$ cat src/rtl/pe_pkg.sv
// Shared defaults and constants for the double-buffered systolic processing element.
// Build option: define PE_DBUF_SATURATE_EN for saturating MAC results (default wraps).
package pe_pkg;
    localparam int PE_DATA_WIDTH = 16;
    localparam int PE_FRAC_BITS  = 8;

    typedef logic signed [PE_DATA_WIDTH-1:0] data_t;

    localparam data_t SAT_MAX = {1'b0, {(PE_DATA_WIDTH-1){1'b1}}};
    localparam data_t SAT_MIN = {1'b1, {(PE_DATA_WIDTH-1){1'b0}}};
endpackage

$ cat src/rtl/pe_dbuf_fxp_mac.sv
// Combinational fixed-point MAC: result = ((a * b) >>> FRAC_BITS) + c, narrowed to DATA_WIDTH.
// PE_DBUF_SATURATE_EN selects clipping instead of wrapping; overflow is reported either way.
module fxp_mac
    import pe_pkg::*;
#(
    parameter int DATA_WIDTH = pe_pkg::PE_DATA_WIDTH,
    parameter int FRAC_BITS  = pe_pkg::PE_FRAC_BITS
) (
    input  logic [DATA_WIDTH-1:0] a,
    input  logic [DATA_WIDTH-1:0] b,
    input  logic [DATA_WIDTH-1:0] c,
    output logic [DATA_WIDTH-1:0] result,
    output logic                  overflow
);
    localparam int PW = 2 * DATA_WIDTH;

    logic signed [PW-1:0] prod;
    logic signed [PW-1:0] scaled;
    logic signed [PW:0]   sum;

    always_comb begin
        prod   = $signed(a) * $signed(b);
        scaled = prod >>> FRAC_BITS;
        sum    = {scaled[PW-1], scaled} + {{(DATA_WIDTH+1){c[DATA_WIDTH-1]}}, c};
        // In range only if every bit above the narrow sign bit matches it.
        overflow = !((&sum[PW:DATA_WIDTH-1]) || !(|sum[PW:DATA_WIDTH-1]));
`ifdef PE_DBUF_SATURATE_EN
        if (overflow) begin
            result = sum[PW] ? {1'b1, {(DATA_WIDTH-1){1'b0}}}
                             : {1'b0, {(DATA_WIDTH-1){1'b1}}};
        end else begin
            result = sum[DATA_WIDTH-1:0];
        end
`else
        result = sum[DATA_WIDTH-1:0];
`endif
    end
endmodule

$ cat src/rtl/pe_dbuf.sv
// Systolic PE register stage: east activation, south psum, shadow/active weight pair, switch wave.
// Build option: PE_DBUF_SATURATE_EN (resolved inside fxp_mac) selects saturating arithmetic.
module pe_dbuf
    import pe_pkg::*;
#(
    parameter int DATA_WIDTH = pe_pkg::PE_DATA_WIDTH,
    parameter int FRAC_BITS  = pe_pkg::PE_FRAC_BITS
) (
    input  logic                  clk,
    input  logic                  rst_n,
    input  logic [DATA_WIDTH-1:0] input_in,
    input  logic                  input_valid_in,
    input  logic [DATA_WIDTH-1:0] psum_in,
    input  logic [DATA_WIDTH-1:0] weight_in,
    input  logic                  weight_shift,
    input  logic                  switch_in,
    input  logic                  clear_ovf,
    output logic [DATA_WIDTH-1:0] input_out,
    output logic                  input_valid_out,
    output logic [DATA_WIDTH-1:0] psum_out,
    output logic [DATA_WIDTH-1:0] weight_out,
    output logic                  switch_out,
    output logic                  ovf
);
    logic [DATA_WIDTH-1:0] input_q, input_d;
    logic [DATA_WIDTH-1:0] psum_q, psum_d;
    logic [DATA_WIDTH-1:0] shadow_q, shadow_d;
    logic [DATA_WIDTH-1:0] active_q, active_d;
    logic                  valid_q, valid_d;
    logic                  switch_q, switch_d;
    logic                  ovf_q, ovf_d;

    logic [DATA_WIDTH-1:0] mac_result;
    logic                  mac_ovf;

    fxp_mac #(
        .DATA_WIDTH (DATA_WIDTH),
        .FRAC_BITS  (FRAC_BITS)
    ) u_mac (
        .a        (input_in),
        .b        (active_q),
        .c        (psum_in),
        .result   (mac_result),
        .overflow (mac_ovf)
    );

    always_comb begin
        input_d  = input_q;
        psum_d   = psum_q;
        valid_d  = input_valid_in;
        shadow_d = weight_shift ? weight_in : shadow_q;
        // Promotion reads the pre-edge shadow, so a shift on the same edge is not lost.
        active_d = switch_in ? shadow_q : active_q;
        switch_d = switch_in;
        ovf_d    = ovf_q;
        if (input_valid_in) begin
            input_d = input_in;
            psum_d  = mac_result;
        end
        if (clear_ovf) begin
            ovf_d = 1'b0;
        end
        if (input_valid_in && mac_ovf) begin
            ovf_d = 1'b1;
        end
    end

    always_ff @(posedge clk or negedge rst_n) begin
        if (!rst_n) begin
            input_q  <= '0;
            psum_q   <= '0;
            shadow_q <= '0;
            active_q <= '0;
            valid_q  <= 1'b0;
            switch_q <= 1'b0;
            ovf_q    <= 1'b0;
        end else begin
            input_q  <= input_d;
            psum_q   <= psum_d;
            shadow_q <= shadow_d;
            active_q <= active_d;
            valid_q  <= valid_d;
            switch_q <= switch_d;
            ovf_q    <= ovf_d;
        end
    end

    assign input_out       = input_q;
    assign input_valid_out = valid_q;
    assign psum_out        = psum_q;
    assign weight_out      = shadow_q;
    assign switch_out      = switch_q;
    assign ovf             = ovf_q;
endmodule

$ cat config.mk
export PLATFORM = sky130hd
export DESIGN_NAME = pe_dbuf
export DESIGN_NICKNAME = d
export VERILOG_FILES = /design/src/rtl/pe_pkg.sv /design/src/rtl/pe_dbuf_fxp_mac.sv /design/src/rtl/pe_dbuf.sv
export SDC_FILE = /design/constraint.sdc
export NUM_CORES = 1
export LEC_CHECK = 0
export CAP_MARGIN = 20
export CORE_AREA = 10 10 149 206
export CTS_BUF_LIST = sky130_fd_sc_hd__clkbuf_4 sky130_fd_sc_hd__clkbuf_8
export DETAILED_ROUTE_END_ITERATION = 10
export DIE_AREA = 0 0 159 216
export PLACE_DENSITY = 0.7
export SETUP_SLACK_MARGIN = 0.15
export SLEW_MARGIN = 20
export SYNTH_ARGS = -nofsm -noshare
export SYNTH_HDL_FRONTEND = slang
export SYNTH_SLANG_ARGS = --single-unit
$ cat constraint.sdc
create_clock -name clk -period 23.9 [get_ports clk]
set_clock_uncertainty 0.1 [all_clocks]
set_input_delay 2.39 -clock clk [delete_from_list [all_inputs] [get_ports clk]]
set_output_delay 2.39 -clock clk [all_outputs]
set_load 0.02 [all_outputs]
---- Word-level counts from Yosys, hierarchy flattened ----
Index checks and enable logic that the tools add are counted.
storage, ports and cells
  register bits ........................... 67
  bits in latches ......................... 0
  bits in writable memories ............... 0
  bits in read-only memories .............. 0
  input bits .............................. 54
  output and inout port bits .............. 51
  logic and storage cells ................. 18
  memories kept ........................... 0
cells by class
  add/subtract/negate cells ............... 1
  multipliers ............................. 1
  div/mod/pow operators ................... 0
  magnitude comparators ................... 0
  equal/unequal tests ..................... 0
  shifts and indexed selects .............. 0
  mux-type cells .......................... 2
  bitwise operators ....................... 0
  reduce and logical (&&, ||, !) cells .... 7
operator list
  kind                 count
  $mul A16 B16 Y32     1
  $add A24 B16 Y25     1
  $reduce_and A18 Y1   1
  $reduce_or A18 Y1    1
  $logic_not A1 Y1     2
  $mux W1              2
  $reduce_bool A2 Y1   1
  $logic_and A1 B1 Y1  1
  $logic_or A1 B1 Y1   1

---- Depth between registers and ports, before layout ----
  word-level depth ........................ 8
  mapped depth ............................ 35
  mapped depth without buffers ............ 33

---- Cells and area by module ----
From an unflattened synthesis, not the netlist that was laid out.
unflattened totals
  cell total of the unflattened synthesis .. 1369
  area, all modules ....................... 13509.2 µm²
by module, submodules not included
  module   times used  cells an instance  area an instance (µm²)  sequential area each (µm²)
  fxp_mac  1           1227               10791.6                 0.0
  pe_dbuf  1           142                2717.6                  1676.6

---- Worst setup path after synthesis ----
No wires, ideal clock.
  path kind ............................... input to register
  start ................................... input input_in[15]
  end ..................................... register ovf_q, in the netlist ovf
  library setup time ...................... 0.137 ns
  arrival time ............................ 9.939 ns
  required time ........................... 23.663 ns
  slack ................................... 13.724 ns
  cell stages on the path ................. 34
  buffers on the path ..................... 2
  cell sequence ........................... clkbuf_1 > nand2_1 > inv_1 > fa_1 > inv_1 > fa_1 > fa_1 > inv_1 > fa_1 > fa_1 > inv_1 > fa_1 > inv_1 > ha_1 > a21oi_1 > o21ai_0 > a22o_1 > a31o_2 > a221oi_2 > o21ai_1 > or2_1 > a31oi_1 > xnor2_1 > ha_1 > clkbuf_1 > a21o_1 > a31o_1 > a21oi_1 > nor3b_1 > o21ai_1 > and3_1 > or2_2 > nor4_1 > a311oi_1
between the ends
  cells in the longest elaborated chain, start to end .. 8
  elaborated cells on any way between the ends .. 10
  those cells by class .................... 1 x add/sub; 1 x mul; 1 x mux; 7 x reduce/logical
RTL lines
  element                                        RTL line               RTL
  from (decl)                                    pe_dbuf.sv:11          input logic [DATA_WIDTH-1:0] input_in,
  $mul A16 B16 Y32 *                             pe_dbuf_fxp_mac.sv:22  prod = $signed(a) * $signed(b);
  $add A24 B16 Y25 *                             pe_dbuf_fxp_mac.sv:24  sum = {scaled[PW-1], scaled} + {{(DATA_WIDTH+1){c[DATA_WIDTH-1]}}, c};
  $reduce_or A18 Y1                              pe_dbuf_fxp_mac.sv:26  overflow = !((&sum[PW:DATA_WIDTH-1]) || !(|sum[PW:DATA_WIDTH-1]));
  $logic_not A1 Y1                               pe_dbuf_fxp_mac.sv:26
  $logic_or A1 B1 Y1 *                           pe_dbuf_fxp_mac.sv:26
  $logic_not A1 Y1 *                             pe_dbuf_fxp_mac.sv:26
  $logic_and A1 B1 Y1 *                          pe_dbuf.sv:63          if (input_valid_in && mac_ovf) begin
  $mux W1 or $reduce_bool A2 Y1 (tied branches)  -
  to (signal assigned)                           pe_dbuf.sv:84          ovf_q <= ovf_d;
  to (decl)                                      pe_dbuf.sv:31          logic ovf_q, ovf_d;
Every way passes the cells marked *; elsewhere a longest branch is shown, timed or not.
A chain may end at the register's enable or synchronous reset.

---- Worst setup path in the final report ----
  start ................................... input input_in[10]
  end ..................................... register ovf_q, in the netlist ovf
The elaborated chain is that of the path after synthesis.

==> results_dict.tcl <==
set metrics [dict create \
    core_um2 26700 \
    route.vias.total 9677 \
    dieHeight_um 216 \
    outcome "finished clean" \
    fmax_mhz 89.6 \
    synth-seq-cells 67 \
    h-tree-depth 3 \
    criticalPathCategory "input port to flip-flop" \
    reg2reg_to "ovf" \
    drv_cap 0 \
    grt_pass1_vias 10633 \
    reg2regPathDepth 32 \
    crit_family "adder cells" \
    die-width_um 159 \
    nNetsFinal 1861 \
    syn_nets 1788 \
    tightestPinTransition_ps 949 \
    io-pin-count 105 \
    rows 71 \
    totalWireLength_um 34300 \
    synth_most_common_cell "inv_1" \
    antenna_found_initial 0 \
    worstSetupStartpoint "input_in[10]" \
    rsz0062_at_grt "no" \
    port_buffers 104 \
    cp_data_arrival_time_ps 11310 \
    post_cts_buffers 0 \
    relSlewSlack 0.367 \
    required_ps 24050 \
    clk_pin_slew_ps 80 \
    ys_async_sr_fraction 1.00 \
    syn_area_um2 13200 \
    drt_iter0_drc 438 \
    drtAntennaViolNets 0 \
    first_pass_iters 5 \
    clk_path_buf_depth 2 \
    ys_types 61 \
    syn_inst 1369 \
    yosysSeqAreaShare 0.127 \
    wl_per_cell_um 18.9 \
    drive_gt1_frac 0.0657 \
    cts_hold_buf 0 \
    setup_viol 0 \
    synth_edf_count 0 \
    netlist_top_cells_count "inv_1 (327), fa_1 (262), nand2_1 (131), and2_1 (121), ha_1 (103)" \
    synth_top_area_share 0.396 \
    timing.final.crit_period_ps 11160 \
    clk_latency_ps 370 \
    tns_ps 0 \
    grt_pass1_wl_um 56000 \
    endpoint "ovf" \
    dp_hpwl_um 27000 \
    syn_avg_cell_area_um2 9.68 \
    overflow 0 \
    reg2reg_from "active_q[1]" \
    synth_area_leaders "fa_1 (40%), dfrtp_1 (13%), ha_1 (9.7%), inv_1 (9.3%), and2_1 (5.7%)" \
    reg2reg_setup_slack_ps 14850 \
    initial_core_util 0.495 \
    cts_resized 0 \
    setup.worst_path.start_class "input port" \
    ys.warnings.count 0 \
    crit_buf_inv 5 \
    grtUsageTotal 0.204 \
    slowest_stage "clkdlybuf4s50_1" \
    clkSinkCount 67 \
    cp_common_cell "fa_1" \
    grt_max_degree 68 \
    die-area_um2 34300 \
    synth_top_cell_by_area "fa_1" \
    endpoint_kind "flip-flop" \
    drc_errors 0 \
    hold_path_class "flip-flop to flip-flop" \
    numCtsBuffers 9 \
    max_stage_delay_ps 890 \
    cts_tree "done" \
    final_hold_viol_count 0 \
    ys.flop_type "dfrtp_1" \
    globalplace.congestion 0.870 \
    final_max_slew_viol_count 0 \
    fin_crit_sh 0.467 \
    syn_to_final_growth_pct 11.5 \
    root_buffer "clkbuf_8" \
    worst-path-max-fanout 17 \
    antenna_cells 0 \
    vias_per_cell 5.34 \
    cp.depth 32 \
]
-- sequential cells by signal (all words and copies together), names as in the netlist --
signal           count
active_q            16
input_out           16
psum_out            16
weight_out          16
input_valid_out      1
ovf                  1
switch_out           1
-- metrics by stage --
step           area (um^2)  setup WS, ps   util  hold slack (ps)  cells
6_report             14800         12740  0.552              414   1812
4_1_cts              14800         12850  0.552              415   1812
3_3_place_gp         14600         12620  0.545              390   1796
5_1_grt              14800         12210  0.552              432   1812
3_5_place_dp         14600         12460  0.545              395   1796
2_1_floorplan        13200         13720      -              459   1369
-- layout make-up --
| class | instances | area [um^2] |
|---|---|---|
| clock buffer | 11 | 151 |
| fill | 2389 | 12000 |
| tap | 365 | 457 |
| timing repair buffer | 105 | 1040 |
| inverter | 327 | 1230 |
| clock inverter | 5 | 35.0 |
| sequential | 67 | 1680 |
| multi-input combinational | 932 | 10200 |
-- metal layers --
metal | routed length [um] | up-vias | track usage
met5 | 0 | - | 0
met3 | 1330 | 69 | 0.0259
li1 | - | 4304 | -
met2 | 19100 | 280 | 0.386
met1 | 12700 | 5024 | 0.227
met4 | 1200 | 0 | 0.0777
-- kinds of logic after synthesis --
logic type | Yosys count | synth area share
compound gates | 120 | 0.0631
xor+xnor | 46 | 0.0304
buf+inv | 370 | 0.105
fa+ha+maj | 365 | 0.493
simple gates | 339 | 0.129
flops | 67 | 0.127
mux | 62 | 0.0527
-- how the worst min path moves through the flow --
stage          depth (start not counted)  slack, ps      endpoint          from
2_1_floorplan                          1        460   active_q[0]   active_q[0]
3_3_place_gp                           1        390  input_out[2]  input_out[2]
3_5_place_dp                           1        400  psum_out[11]  psum_out[11]
4_1_cts                                1        420  psum_out[11]  psum_out[11]
5_1_grt                                1        430  input_out[2]  input_out[2]
6_report                               1        410  input_out[2]  input_out[2]
-- cells in the final DEF, fill, tap and decap left out, drive strengths merged, types with 4 or more instances in the layout --
cell type	instances
inv	329
a21o	14
nand3	8
nand2b	8
xnor2	36
fa	262
mux2	62
dfrtp	67
a211oi	4
o21ai	21
o21bai	5
ha	103
o21a	7
o31ai	4
and2	121
nor3	11
clkbuf	11
nor2	34
and3	7
clkdlybuf4s50	102
nand2	132
xor2	10
a21oi	39
Power is left out: the tool's default activity adds up to more than one toggle a clock period on the data nets, which glitch-free logic cannot reach.
